### src/rtl/instr_asm_pkg.sv
// Shared constants for the RV32I instruction assembler: beat kinds, opcodes,
// the EBREAK halt word, FSM state encoding and an immediate range helper.
package instr_asm_pkg;

  localparam logic [2:0] KIND_OP_IMM  = 3'd0;
  localparam logic [2:0] KIND_OP      = 3'd1;
  localparam logic [2:0] KIND_STORE   = 3'd2;
  localparam logic [2:0] KIND_BRANCH  = 3'd3;
  localparam logic [2:0] KIND_JAL     = 3'd4;
  localparam logic [2:0] KIND_JALR    = 3'd5;
  localparam logic [2:0] KIND_EBREAK  = 3'd6;
  localparam logic [2:0] KIND_ILLEGAL = 3'd7;

  localparam logic [6:0] OPC_OP_IMM = 7'b0010011;
  localparam logic [6:0] OPC_OP     = 7'b0110011;
  localparam logic [6:0] OPC_STORE  = 7'b0100011;
  localparam logic [6:0] OPC_BRANCH = 7'b1100011;
  localparam logic [6:0] OPC_JAL    = 7'b1101111;
  localparam logic [6:0] OPC_JALR   = 7'b1100111;

  localparam logic [31:0] EBREAK_WORD = 32'h0010_0073;

  typedef enum logic [1:0] {
    ST_IDLE    = 2'd0,
    ST_ACCEPT  = 2'd1,
    ST_HALT_WR = 2'd2,
    ST_DONE    = 2'd3
  } asm_state_e;

  function automatic logic imm_in_range(input logic signed [20:0] v,
                                        input logic signed [20:0] lo,
                                        input logic signed [20:0] hi);
    return (v >= lo) && (v <= hi);
  endfunction

endpackage

### src/rtl/instr_encode.sv
// Combinational RV32I field packer. With INSTR_ASM_RANGE_CHECK_EN defined the
// immediate is range-checked per kind; otherwise it is truncated to the format.
module instr_encode
  import instr_asm_pkg::*;
(
  input  logic [2:0]  kind,
  input  logic [2:0]  funct3,
  input  logic [6:0]  funct7,
  input  logic [4:0]  rd,
  input  logic [4:0]  rs1,
  input  logic [4:0]  rs2,
  input  logic [20:0] imm,
  output logic [31:0] word,
  output logic        bad
);

  logic range_bad;

  // Pack fields into the 32-bit encoding selected by kind.
  always_comb begin
    word = 32'h0000_0000;
    case (kind)
      KIND_OP_IMM: word = {imm[11:0], rs1, funct3, rd, OPC_OP_IMM};
      KIND_OP:     word = {funct7, rs2, rs1, funct3, rd, OPC_OP};
      KIND_STORE:  word = {imm[11:5], rs2, rs1, funct3, imm[4:0], OPC_STORE};
      KIND_BRANCH: word = {imm[12], imm[10:5], rs2, rs1, funct3,
                           imm[4:1], imm[11], OPC_BRANCH};
      KIND_JAL:    word = {imm[20], imm[10:1], imm[11], imm[19:12], rd, OPC_JAL};
      KIND_JALR:   word = {imm[11:0], rs1, funct3, rd, OPC_JALR};
      KIND_EBREAK: word = EBREAK_WORD;
      default:     word = 32'h0000_0000;
    endcase
  end

`ifdef INSTR_ASM_RANGE_CHECK_EN
  // JAL spans the full 21-bit signed range, so only its alignment matters.
  always_comb begin
    range_bad = 1'b0;
    case (kind)
      KIND_OP_IMM, KIND_STORE, KIND_JALR:
        range_bad = !imm_in_range($signed(imm), -21'sd2048, 21'sd2047);
      KIND_BRANCH:
        range_bad = imm[0] || !imm_in_range($signed(imm), -21'sd4096, 21'sd4094);
      KIND_JAL:
        range_bad = imm[0];
      default:
        range_bad = 1'b0;
    endcase
  end
`else
  assign range_bad = 1'b0;
`endif

  assign bad = (kind == KIND_ILLEGAL) || range_bad;

endmodule

### src/rtl/instr_assembler.sv
// Streaming RV32I assembler: encodes accepted beats into consecutive imem words
// and closes every program with EBREAK. Range checks via INSTR_ASM_RANGE_CHECK_EN.
module instr_assembler
  import instr_asm_pkg::*;
#(
  parameter int ADDR_W = 8
) (
  input  logic              clk,
  input  logic              rst_n,
  input  logic              start,
  input  logic              in_valid,
  output logic              in_ready,
  input  logic [2:0]        in_kind,
  input  logic [2:0]        in_funct3,
  input  logic [6:0]        in_funct7,
  input  logic [4:0]        in_rd,
  input  logic [4:0]        in_rs1,
  input  logic [4:0]        in_rs2,
  input  logic [20:0]       in_imm,
  input  logic              in_last,
  output logic              imem_we,
  output logic [ADDR_W-1:0] imem_addr,
  output logic [31:0]       imem_wdata,
  output logic              done,
  output logic              err
);

  localparam logic [ADDR_W-1:0] LAST_ADDR = {ADDR_W{1'b1}};
  localparam logic [ADDR_W-1:0] ADDR_ONE  = ADDR_W'(1'b1);

  asm_state_e        state_q, state_d;
  logic [ADDR_W-1:0] wptr_q, wptr_d;
  logic              imem_we_q, imem_we_d;
  logic [ADDR_W-1:0] imem_addr_q, imem_addr_d;
  logic [31:0]       imem_wdata_q, imem_wdata_d;
  logic              done_q, done_d;
  logic              err_q, err_d;
  logic [31:0]       enc_word;
  logic              enc_bad;

  instr_encode u_encode (
    .kind   (in_kind),
    .funct3 (in_funct3),
    .funct7 (in_funct7),
    .rd     (in_rd),
    .rs1    (in_rs1),
    .rs2    (in_rs2),
    .imm    (in_imm),
    .word   (enc_word),
    .bad    (enc_bad)
  );

  assign in_ready = (state_q == ST_ACCEPT) && !start;

  // Next-state, write pointer and write-port decisions.
  always_comb begin
    state_d      = state_q;
    wptr_d       = wptr_q;
    imem_we_d    = 1'b0;
    imem_addr_d  = imem_addr_q;
    imem_wdata_d = imem_wdata_q;
    done_d       = done_q;
    err_d        = err_q;
    if (start) begin
      state_d = ST_ACCEPT;
      wptr_d  = {ADDR_W{1'b0}};
      done_d  = 1'b0;
      err_d   = 1'b0;
    end else begin
      case (state_q)
        ST_IDLE: state_d = ST_IDLE;
        ST_ACCEPT: begin
          // The top word is reserved for EBREAK, so reaching it aborts.
          if (wptr_q == LAST_ADDR) begin
            state_d = ST_HALT_WR;
            err_d   = 1'b1;
          end else if (in_valid) begin
            if (enc_bad) begin
              state_d = ST_HALT_WR;
              err_d   = 1'b1;
            end else begin
              imem_we_d    = 1'b1;
              imem_addr_d  = wptr_q;
              imem_wdata_d = enc_word;
              wptr_d       = wptr_q + ADDR_ONE;
              state_d      = in_last ? ST_HALT_WR : ST_ACCEPT;
            end
          end else begin
            state_d = ST_ACCEPT;
          end
        end
        ST_HALT_WR: begin
          imem_we_d    = 1'b1;
          imem_addr_d  = wptr_q;
          imem_wdata_d = EBREAK_WORD;
          state_d      = ST_DONE;
          if (wptr_q != LAST_ADDR) begin
            wptr_d = wptr_q + ADDR_ONE;
          end else begin
            wptr_d = wptr_q;
          end
        end
        ST_DONE: done_d = 1'b1;
        default: state_d = ST_IDLE;
      endcase
    end
  end

  // State and output registers.
  always_ff @(posedge clk or negedge rst_n) begin
    if (!rst_n) begin
      state_q      <= ST_IDLE;
      wptr_q       <= {ADDR_W{1'b0}};
      imem_we_q    <= 1'b0;
      imem_addr_q  <= {ADDR_W{1'b0}};
      imem_wdata_q <= 32'h0000_0000;
      done_q       <= 1'b0;
      err_q        <= 1'b0;
    end else begin
      state_q      <= state_d;
      wptr_q       <= wptr_d;
      imem_we_q    <= imem_we_d;
      imem_addr_q  <= imem_addr_d;
      imem_wdata_q <= imem_wdata_d;
      done_q       <= done_d;
      err_q        <= err_d;
    end
  end

  assign imem_we    = imem_we_q;
  assign imem_addr  = imem_addr_q;
  assign imem_wdata = imem_wdata_q;
  assign done       = done_q;
  assign err        = err_q;

endmodule

### config.mk
export PLATFORM = sky130hd
export DESIGN_NAME = instr_assembler
export DESIGN_NICKNAME = d
export VERILOG_FILES = /design/src/rtl/instr_asm_pkg.sv /design/src/rtl/instr_encode.sv /design/src/rtl/instr_assembler.sv
export SDC_FILE = /design/constraint.sdc
export NUM_CORES = 1
export LEC_CHECK = 0
export CAP_MARGIN = 20
export CORE_MARGIN = 1.5
export CORE_UTILIZATION = 41
export CTS_CLUSTER_DIAMETER = 50
export DETAILED_ROUTE_END_ITERATION = 7
export GPL_TIMING_DRIVEN = 0
export PLACE_DENSITY = 0.83
export SYNTH_ARGS = -nofsm -noshare
export SYNTH_HDL_FRONTEND = slang
export SYNTH_SLANG_ARGS = --single-unit
export TNS_END_PERCENT = 5
### constraint.sdc
create_clock -name clk -period 2 [get_ports clk]
set_input_delay 0.4 -clock clk [delete_from_list [all_inputs] [get_ports clk]]
set_output_delay 0.4 -clock clk [all_outputs]
set_load 0.005 [all_outputs]
* After elaboration in Yosys (flattened, before gate mapping)
Cells that the tools add are included.
Widths: inputs -> output; s select.
** Cells by class
- Eq/ne operators :: 19
- Muxes and demuxes :: 33
- $add $sub $neg :: 1
- Reduce and logical (&&, ||, !) cells :: 14
- Bitwise gates (word level) :: 1
** Operators by type and width (number)
- $pmux 32 s7 :: 1
- $mux 32 :: 3
- $mux 8 :: 8
- $pmux 32 s2 :: 1
- $pmux 8 s2 :: 2
- $eq 3x3->1 const B :: 4
- $ne 3x3->1 const B :: 4
- $mux 1 :: 11
- $mux 2 :: 5
- $reduce_and 5->1 :: 2
- $reduce_bool 3->1 :: 3
- $add 8x1->8 const B :: 1
- $eq 8x8->1 const B :: 1
- $ne 8x8->1 const B :: 1
- $eq 3x2->1 const B :: 2
- $ne 2x2->1 const B :: 3
- $pmux 2 s3 :: 1
- $reduce_bool 2->1 :: 3
- $eq 2x2->1 const B :: 2
- $reduce_bool 4->1 :: 1
- $eq 3x1->1 const B :: 1
- $logic_not 3->1 :: 1
- $reduce_and 3->1 :: 1
- $eq 2x1->1 const B :: 1
- 5 further kinds :: 5
** Storage, ports and cells
- Input port bits :: 54
- Output and inout bits :: 44
- Word-level logic and storage cells :: 75
- Register bits :: 53

* Depth between registers and ports, before layout
Gate-level depths: netlist of run 1.
- Depth in word-level cells :: 6
- Gate-level depth with buffers :: 8
- Mapped depth without buffers :: 6

* Modules after synthesis
A second synthesis of run 1 with hierarchy kept.
** Second synthesis, totals
- Cells, all modules :: 244
- Area, all modules :: 2738.9 um^2
** By module, submodules not included
- instr_assembler :: cells each 170, area an instance 2208.4 um^2, instances 1, seq. area each 1326.3 um^2
- instr_encode :: cells each 74, area an instance 530.5 um^2, instances 1, seq. area each 0.0 um^2

* Worst setup path after synthesis of run 1
Ideal clock, no wire load.
- Kind :: register to register
- From :: reg state_q[1]
- To :: reg imem_wdata_q[17], in the netlist imem_wdata[17]
- Stages on the path, launching flop included :: 9
- Path slack :: 61 ps
- Required time :: 1875 ps
- Arrival time :: 1814 ps
- Path buffers :: 2
- Library setup time :: 125 ps
- Clock period less this slack :: 1939 ps
- Path through :: dfrtp_1 inv_1 ha_1 nor2b_2 nand2_1 o32a_1 buf_6 buf_8 mux2_4
** On the way
- Word-level cells in the longest chain between the ends :: 3
- Elaborated cells between the ends (all ways) :: 8
- Those cells by class :: eq/ne: 5; mux: 1; reduce/logical: 2
** Ends and longest elaborated chain
- from (decl) :: RTL line instr_assembler.sv:31 : asm_state_e state_q, state_d;
- from (signal assigned) :: RTL line instr_assembler.sv:120 : state_q <= state_d;
- $eq 2x1->1 or $eq 2x2->1 (tied branches) :: RTL line instr_assembler.sv:70 : case (state_q)
- $ne 2x2->1 (no source line) or $reduce_bool 2->1 (tied branches)
- $reduce_and 5->1 (no source line)
- to (signal assigned) :: RTL line instr_assembler.sv:124 : imem_wdata_q <= imem_wdata_d;
- to (decl) :: RTL line instr_assembler.sv:35 : logic [31:0] imem_wdata_q, imem_wdata_d;
Parallel ways exist; a longest one is shown, timed or not.
A chain may end at the register's enable or synchronous reset.

* Worst setup path in the final report of run 1
- From :: reg wptr_q[1]
- To :: reg imem_wdata_q[18], in the netlist imem_wdata[18]
** On the way
- Word-level cells in the longest chain between the ends :: 3
** Ends and longest elaborated chain
- from (decl) :: RTL line instr_assembler.sv:32 : logic [ADDR_W-1:0] wptr_q, wptr_d;
- from (signal assigned) :: RTL line instr_assembler.sv:113 : wptr_q <= {ADDR_W{1'b0}};
- from (signal assigned) :: RTL line instr_assembler.sv:121 : wptr_q <= wptr_d;
- $eq 8x8->1 :: RTL line instr_assembler.sv:74 : if (wptr_q == LAST_ADDR) begin
- $ne 2x2->1 (no source line)
- $reduce_and 5->1 (no source line)
No other way between the ends.

==> results of run 1 <==
-- final cells by class --
cell class	instances	area [sq um]	area share [%]
clock buffer	8	90.09	2.160
inverter	9	33.78	0.8098
multi-input combinational	186	1478	35.42
sequential	52	1301	31.19
tap	80	100.1	2.400
buffer	23	128.9	3.089
timing repair buffer	104	1040	24.93
-- registers in the layout, indices dropped and copies added (netlist names) --
register    cells
done            1
imem_addr       8
wptr_q          8
err             1
imem_we         1
imem_wdata     31
state_q         2
-- worst max-delay path: stages, from the launching register on --
cell	delay [ns]
dfrtp_1	0.45
ha_4	0.20
nand3_1	0.14
nor2_2	0.07
o32a_1	0.42
buf_6	0.15
buf_8	0.14
mux2_4	0.30
-- cells by family (layout without fill, tap and decap cells) --
kind of cell    after synthesis  after routing
compound gates               71             71
simple gates                 68             68
flops                        52             52
mux                          42             42
buf+inv                      33            144
fa+ha+maj                     5              5
-- worst min-delay path by stage --
| stage | endpoint | slack [ns] | startpoint |
|---|---|---|---|
| finish | imem_addr[0]$_DFFE_PN0P_ | 0.08 | rst_n |
| global route | imem_addr[0]$_DFFE_PN0P_ | 0.12 | rst_n |
| CTS | imem_addr[0]$_DFFE_PN0P_ | 0.1 | rst_n |
| detailed placement | imem_addr[0]$_DFFE_PN0P_ | 0.43 | rst_n |
| global placement | imem_wdata[1]$_DFFE_PN0P_ | 0.48 | imem_wdata[1]$_DFFE_PN0P_ |
| floorplan | done$_DFFE_PN0P_ | 0.10 | rst_n |
-- timing repair --
| action | in CTS | in global routing |
|---|---|---|
| resized for setup | 12 | 17 |
| buffers inserted | 3 | 4 |
| pin swaps | 1 | 4 |
| endpoints found under the setup margin | 32 | 35 |
-- Yosys cell counts (6+ instances only) --
cell	instances	area, sq um
a32oi_1	18	157.7
a21oi_1	23	115.1
buf_2	7	35.03
nor2_1	17	63.81
mux2_2	32	360.4
mux2_4	9	135.1
inv_1	9	33.78
a22oi_1	6	45.04
clkbuf_1	12	45.04
nand2_1	15	56.30
nand3_1	11	55.05
dfrtp_1	52	1301
-- metal layers --
layer  GRT usage [%]  part of all wire (%)
met2           35.58                    50
met1           29.68                    44
met5               0                     0
met4           8.211                   2.5
met3           3.143                   3.9
-- power by group through the flow --
| stage | sequential (mW) | clock, mW | combinational (mW) |
|---|---|---|---|
| final | 1.59 | 0.623 | 1.81 |
| after floorplan | 1.60 | 0 | 0.741 |
| after CTS | 1.58 | 0.629 | 1.78 |
| after global routing | 1.63 | 0.678 | 1.95 |
| after global placement | 1.59 | 0 | 1.66 |
| after detailed placement | 1.60 | 0 | 1.71 |
-- cell usage in the layout, fill, tap and decap left out, types with 2 or more instances in the layout --
cell	instances
clkbuf_1	10
clkdlybuf4s50_1	91
a32oi_1	18
or4_1	3
buf_4	8
ha_4	2
buf_2	5
o31ai_1	3
buf_1	2
nand3_1	11
inv_1	8
o21ai_0	4
ha_1	2
clkbuf_4	2
clkbuf_2	3
dfrtp_1	52
clkbuf_8	6
nand2b_1	5
dlygate4sd2_1	3
nand2_1	15
nor2_2	2
a21oi_1	23
nor2b_2	2
nor3_1	5
mux2_2	32
nor2b_1	3
a22oi_1	6
o21bai_1	2
nor2_1	15
o41ai_1	2
mux2_4	10
buf_12	2
==> summary.md, run 1 <==
| Metric | Value |
|---|---|
| P&R area growth vs syn | `45.59%` |
| Finish-stage setup viols | `0` |
| Fill cells | `around 540` |
| Simple-gate share of the synthesized area | `between 10% and 20%` |
| Post-Route Utilization | `between 60% and 70%` |
| Buffers on Ports | `96` |
| Clk network pwr share | `15.5%` |
| Post-Syn Area | `around 2900 sq um` |
| Avg WL per Cell | `17.72 microns` |
| P per Cell Area | `964.7 nW/um^2` |
| CP startpoint kind | `flop` |
| Row Count | `30` |
| Die H | `approximately 87 microns` |
| TritonCTS clock tree | `built` |
| Reg clk slew, reported paths | `0.09 ns` |
| Worst min path class | `input port to asynchronous set/reset pin` |
| Data required, critical path | `roughly 2.2 ns` |
| CP endpoint kind | `flop` |
| Max Fanout on Critical Path | `10` |
| Adder-cell share of the synthesized area | `2.183%` |
| Via count | `between 2000 and 3000` |
| Detailed Place HPWL | `just over 6000 microns` |
| RR Endpoint | `imem_wdata[18]$_DFFE_PN0P_` |
| RR Startpoint | `wptr_q[1]$_DFFE_PN0P_` |
| Final Non-Filler Cells | `around 460` |
| Crit path time final | `1.987 ns` |
| Post-synthesis mux area share | `17.69%` |
| Achievable clock frequency | `503.3 MHz` |
| Grt total ovfl | `0` |
| Number of synthesized flops with an enable pin | `0` |
| Synth warn | `0` |
| # clock sinks | `52` |
| Final worst slack | `between 0.01 and 0.015 ns` |
| First-pass GRT wire length | `12910 microns` |
| Final WL | `slightly above 8000 microns` |
| R2r setup slk | `roughly 0.013 ns` |
| Setup_tns | `0 ns` |
| Sequential fraction of the synthesis area | `45.41%` |
| Post-synth ARST share | `between 90% and 100%` |
| Number of vias per cell | `5.656` |
| Sw power | `1.183 mW` |
| Max Slew Vio Count | `0` |
| Distinct cells, synth | `44` |
| Worst EP arrival | `~2.2 ns` |
| Antenna viol nets, final | `0` |
| Place WS | `-0.4041 ns` |
| Outcome | `finished clean` |
| Clk Latency, worst-skew pair | `0.30 ns` |
| Worst slew pin tran | `between 0.5 and 0.6 ns` |
| Critical Path Start | `wptr_q[1]$_DFFE_PN0P_` |
| Cell count after synthesis | `271` |
| Switch share | `~30%` |
| Reg2Reg Depth | `7` |
| Placed cell areas | `3941 sq um` |
| Clock buffer depth | `2` |
| Critical Path Sink | `imem_wdata[18]$_DFFE_PN0P_` |
| Placed cell count | `~450` |
| Synthesized area per cell | `10.57 sq um` |
| Post-synthesis compound-gate area fraction | `between 10% and 20%` |
| Worst Skew | `about 0.0053 ns` |
| Slew Limit Headroom | `roughly three fifths` |
| Syn_nets | `330` |
| Worst hold slack | `0.08456 ns` |
| CTS Hold Buffers Added | `0` |
| Logic pwr share | `~45%` |
| Design Area, Final | `4172 sq um` |
| Combinational family with the most area after synthesis | `multiplexers` |
| Root Buffer | `clkbuf_8` |
| GP Congestion | `0.8125` |
| Main synth FF type | `dfrtp_1` |
| Die Wd | `86.60 microns` |
| P_int | `roughly 2.8 mW` |
| Crit Path Class | `flop to flop` |
| Post-Synth XOR/XNOR Area | `0%` |
| Number of DRC markers in iteration 0 | `a little under 200` |
| # IOs | `98` |
| H-tree depth | `2` |
| Number of global-route vias before repair | `~2600` |
| Die ar. | `roughly 7500 sq um` |
| Drt first pass iters | `5` |
| Fin. Hold Viols | `0` |
| Fin crit share | `a little under 100%` |
| Layout cells sized above 1 | `between 20% and 30%` |
| Leakage dissipation | `between 1.5 and 2 nW` |
| Final nets | `between 400 and 500` |
| Initial antenna violation count | `0` |
| Clock buffers created by TritonCTS | `5` |
| Reg power frac | `39.5%` |
| Gr usage total | `about 22%` |
| Total chip power | `~4.0 mW` |
| Pin count of the biggest net entering global routing | `30` |
| # DRC | `0` |
| Core Footprint | `roughly 6800 sq um` |
| Peak VDD IR | `around 0.42 mV` |
| Initial Utilization | `between 40% and 50%` |
| N_diodes | `0` |
| Synth Register Bits | `52` |
| Max-cap violations | `0` |
Note: power is estimated with default switching activity, not from simulation.
==> inputs of run 2 (changes only) <==
--- a/config.mk
+++ b/config.mk
@@ -5,7 +5,7 @@
 export SDC_FILE = /design/constraint.sdc
 export NUM_CORES = 1
 export LEC_CHECK = 0
-export CAP_MARGIN = 20
+export CAP_MARGIN = 10
 export CORE_MARGIN = 1.5
 export CORE_UTILIZATION = 41
 export CTS_CLUSTER_DIAMETER = 50
==> results of run 2 <==
Same layout as run 1: the final DEF is identical, and so are final timing and power.
==> inputs of run 3 (changes only) <==
==> constraint.sdc (replaced) <==
create_clock -name clk -period 2.1 [get_ports clk]
set_input_delay 0.42 -clock clk [delete_from_list [all_inputs] [get_ports clk]]
set_output_delay 0.42 -clock clk [all_outputs]
set_load 0.005 [all_outputs]
==> run 3 against run 2 <==
Effect of this change: first-iteration DRC count increased by 15%; combinational power decreased by 8%; maximum frequency decreased by 4.0%; largest power group unchanged; register-to-register slack improved by 0.02 ns.
==> summary.md, run 3 (synthesis results as in run 1) <==
| Metric | Value |
|---|---|
| Avg WL per Cell | `17.72 microns` |
| CP endpoint kind | `flop` |
| Final Non-Filler Cells | `455` |
| Number of DRC markers in iteration 0 | `~230` |
| # DRC | `0` |
| Achievable clock frequency | `483.4 MHz` |
| Most frequent cells in the layout | `clkdlybuf4s50_1 (92), dfrtp_1 (52), mux2_2 (32)` |
| Placed cell count | `about 450` |
| Number of flip-flops in the largest register | `31` |
| Die ar. | `~7500 sq um` |
| Gr usage total | `between 20% and 30%` |
| CP startpoint kind | `flop` |
| Total chip power | `~3.8 mW` |
| Buffers on Ports | `96` |
| Finish-stage setup viols | `0` |
| Initial antenna violation count | `0` |
| RSZ-0062 raised after global routing | `false` |
| Row Count | `30` |
| Crit path time final | `roughly 2.1 ns` |
| Final nets | `~430` |
| M1 GR Usage | `about 30%` |
| Drt first pass iters | `5` |
| Peak VDD IR | `approximately 0.4 mV` |
| Die Wd | `86.60 microns` |
| R2r setup slk | `around 0.031 ns` |
| Placed cell areas | `between 3000 and 4000 sq um` |
| Leakage dissipation | `1.770 nW` |
| CTS Hold Buffers Added | `0` |
| Grt total ovfl | `0` |
| Number of global-route vias before repair | `between 2000 and 3000` |
| Antenna viol nets, final | `0` |
| Worst Skew | `slightly above 0.004 ns` |
| Outcome | `finished clean` |
| Worst slew pin tran | `between 0.5 and 0.6 ns` |
| TritonCTS clock tree | `built` |
| Worst hold slack | `just under 0.1 ns` |
| GRT Max-Usage Layer | `met2` |
| Pin count of the biggest net entering global routing | `30` |
| RR Startpoint | `wptr_q[3]$_DFFE_PN0P_` |
| Crit Path Class | `flop to flop` |
| Core Footprint | `roughly 6800 sq um` |
| Reg clk slew, reported paths | `0.09 ns` |
| Die H | `between 80 and 90 microns` |
| Fin. Hold Viols | `0` |
| Initial Utilization | `about 42%` |
| GP Congestion | `0.8125` |
| Max Fanout on Critical Path | `10` |
| Max-cap violations | `0` |
| Via count | `roughly 2600` |
| RR Endpoint | `imem_wdata[18]$_DFFE_PN0P_` |
| Slew Limit Headroom | `between 60% and 70%` |
| Fin crit share | `a little over nine tenths` |
| Post-CTS setup buffer count | `0` |
| Clk Latency, worst-skew pair | `0.30 ns` |
| # IOs | `98` |
| P per Cell Area | `just over 900 nW/um^2` |
| Number of vias per cell | `~5.8` |
| # clock sinks | `52` |
| Data required, critical path | `between 2 and 2.5 ns` |
| Detailed Place HPWL | `approximately 6000 microns` |
| Met3 GRT Util | `between 3 and 4%` |
| Post-Route Utilization | `around 61%` |
| Root Buffer | `clkbuf_8` |
| N_diodes | `0` |
| Clock buffers created by TritonCTS | `5` |
| First-pass GRT wire length | `roughly 13000 microns` |
| H-tree depth | `2` |
| Max Slew Vio Count | `0` |
| Final WL | `~8100 microns` |
| Worst min path class | `input port to asynchronous set/reset pin` |
| Met2 Use GR | `34.94%` |
| P&R area growth vs syn | `42.93%` |
| Most common cell after layout, fill and taps aside | `clkdlybuf4s50_1` |
| Design Area, Final | `approximately 4100 sq um` |
| Layout cells sized above 1 | `around a fifth` |
| Clock buffer depth | `2` |
| Reg2Reg Depth | `6` |
| Worst EP arrival | `roughly 2.3 ns` |
==> run 3: cell count changes in the layout (fill, tap and decap cells not counted), moves of 2 or more <==
cell / before / now
dlygate4sd2_1: 3 / 0
buf_4: 8 / 2
dlymetal6s2s_1: 1 / 3
clkbuf_4: 2 / 0
buf_2: 5 / 7
==> run 3: report_power, final <==
group | switching [mW] | internal, mW | leakage (nW) | total [mW]
Sequential | 0.201 | 1.32 | 0.666 | 1.52
Clock | 0.319 | 0.270 | 0.0455 | 0.588
Combinational | 0.586 | 1.08 | 1.06 | 1.66
==> run 3: worst max-delay path, cell delays in order (launching register included) <==
cell and delay (ns):
dfrtp_1 0.48, nand4_1 0.28, nor2_2 0.25, o32a_1 0.27
buf_6 0.19, buf_8 0.17, mux2_4 0.31
==> run 3: per-stage QoR <==
step                setup slack, ns  setup TNS, ns
CTS                        0.001867              0
global placement            -0.9164         -56.81
floorplan                    0.1607              0
detailed placement          -0.3241         -9.174
global route               0.002737              0
finish                      0.03145              0
==> run 3: area by class of cell <==
cell class,count,area (sq um)
Buffer,23,122.6
Clock buffer,8,90.09
Fill cell,554,2661
Inverter,9,33.78
Multi-Input combinational cell,186,1464
Sequential cell,52,1301
Tap cell,80,100.1
Timing Repair Buffer,97,983.4
==> run 3: timing repair <==
action                                 in CTS  in global routing
setup endpoints to repair                  11                 35
endpoints found under the hold margin       0                  0
gates resized for setup                     7                 14
gates cloned                                0                  0
==> run 3: per-layer routing <==
layer	wire length (microns)	part of all wire [%]
met1	3486	43
met2	3971	49
met3	404	5.0
met4	199	2.5
met5	0	0
==> run 3: how the worst max path moves through the flow <==
stage | startpoint | slack (ns) | end
detailed placement | in_kind[0] | -0.32 | imem_wdata[20]$_DFFE_PN0P_
global placement | rst_n | -0.92 | imem_wdata[17]$_DFFE_PN0P_
CTS | in_kind[1] | 0.002 | imem_wdata[18]$_DFFE_PN0P_
floorplan | state_q[1]$_DFFE_PN0P_ | 0.16 | imem_wdata[17]$_DFFE_PN0P_
global route | in_kind[1] | 0.003 | imem_wdata[31]$_DFFE_PN0P_
finish | wptr_q[3]$_DFFE_PN0P_ | 0.03 | imem_wdata[18]$_DFFE_PN0P_
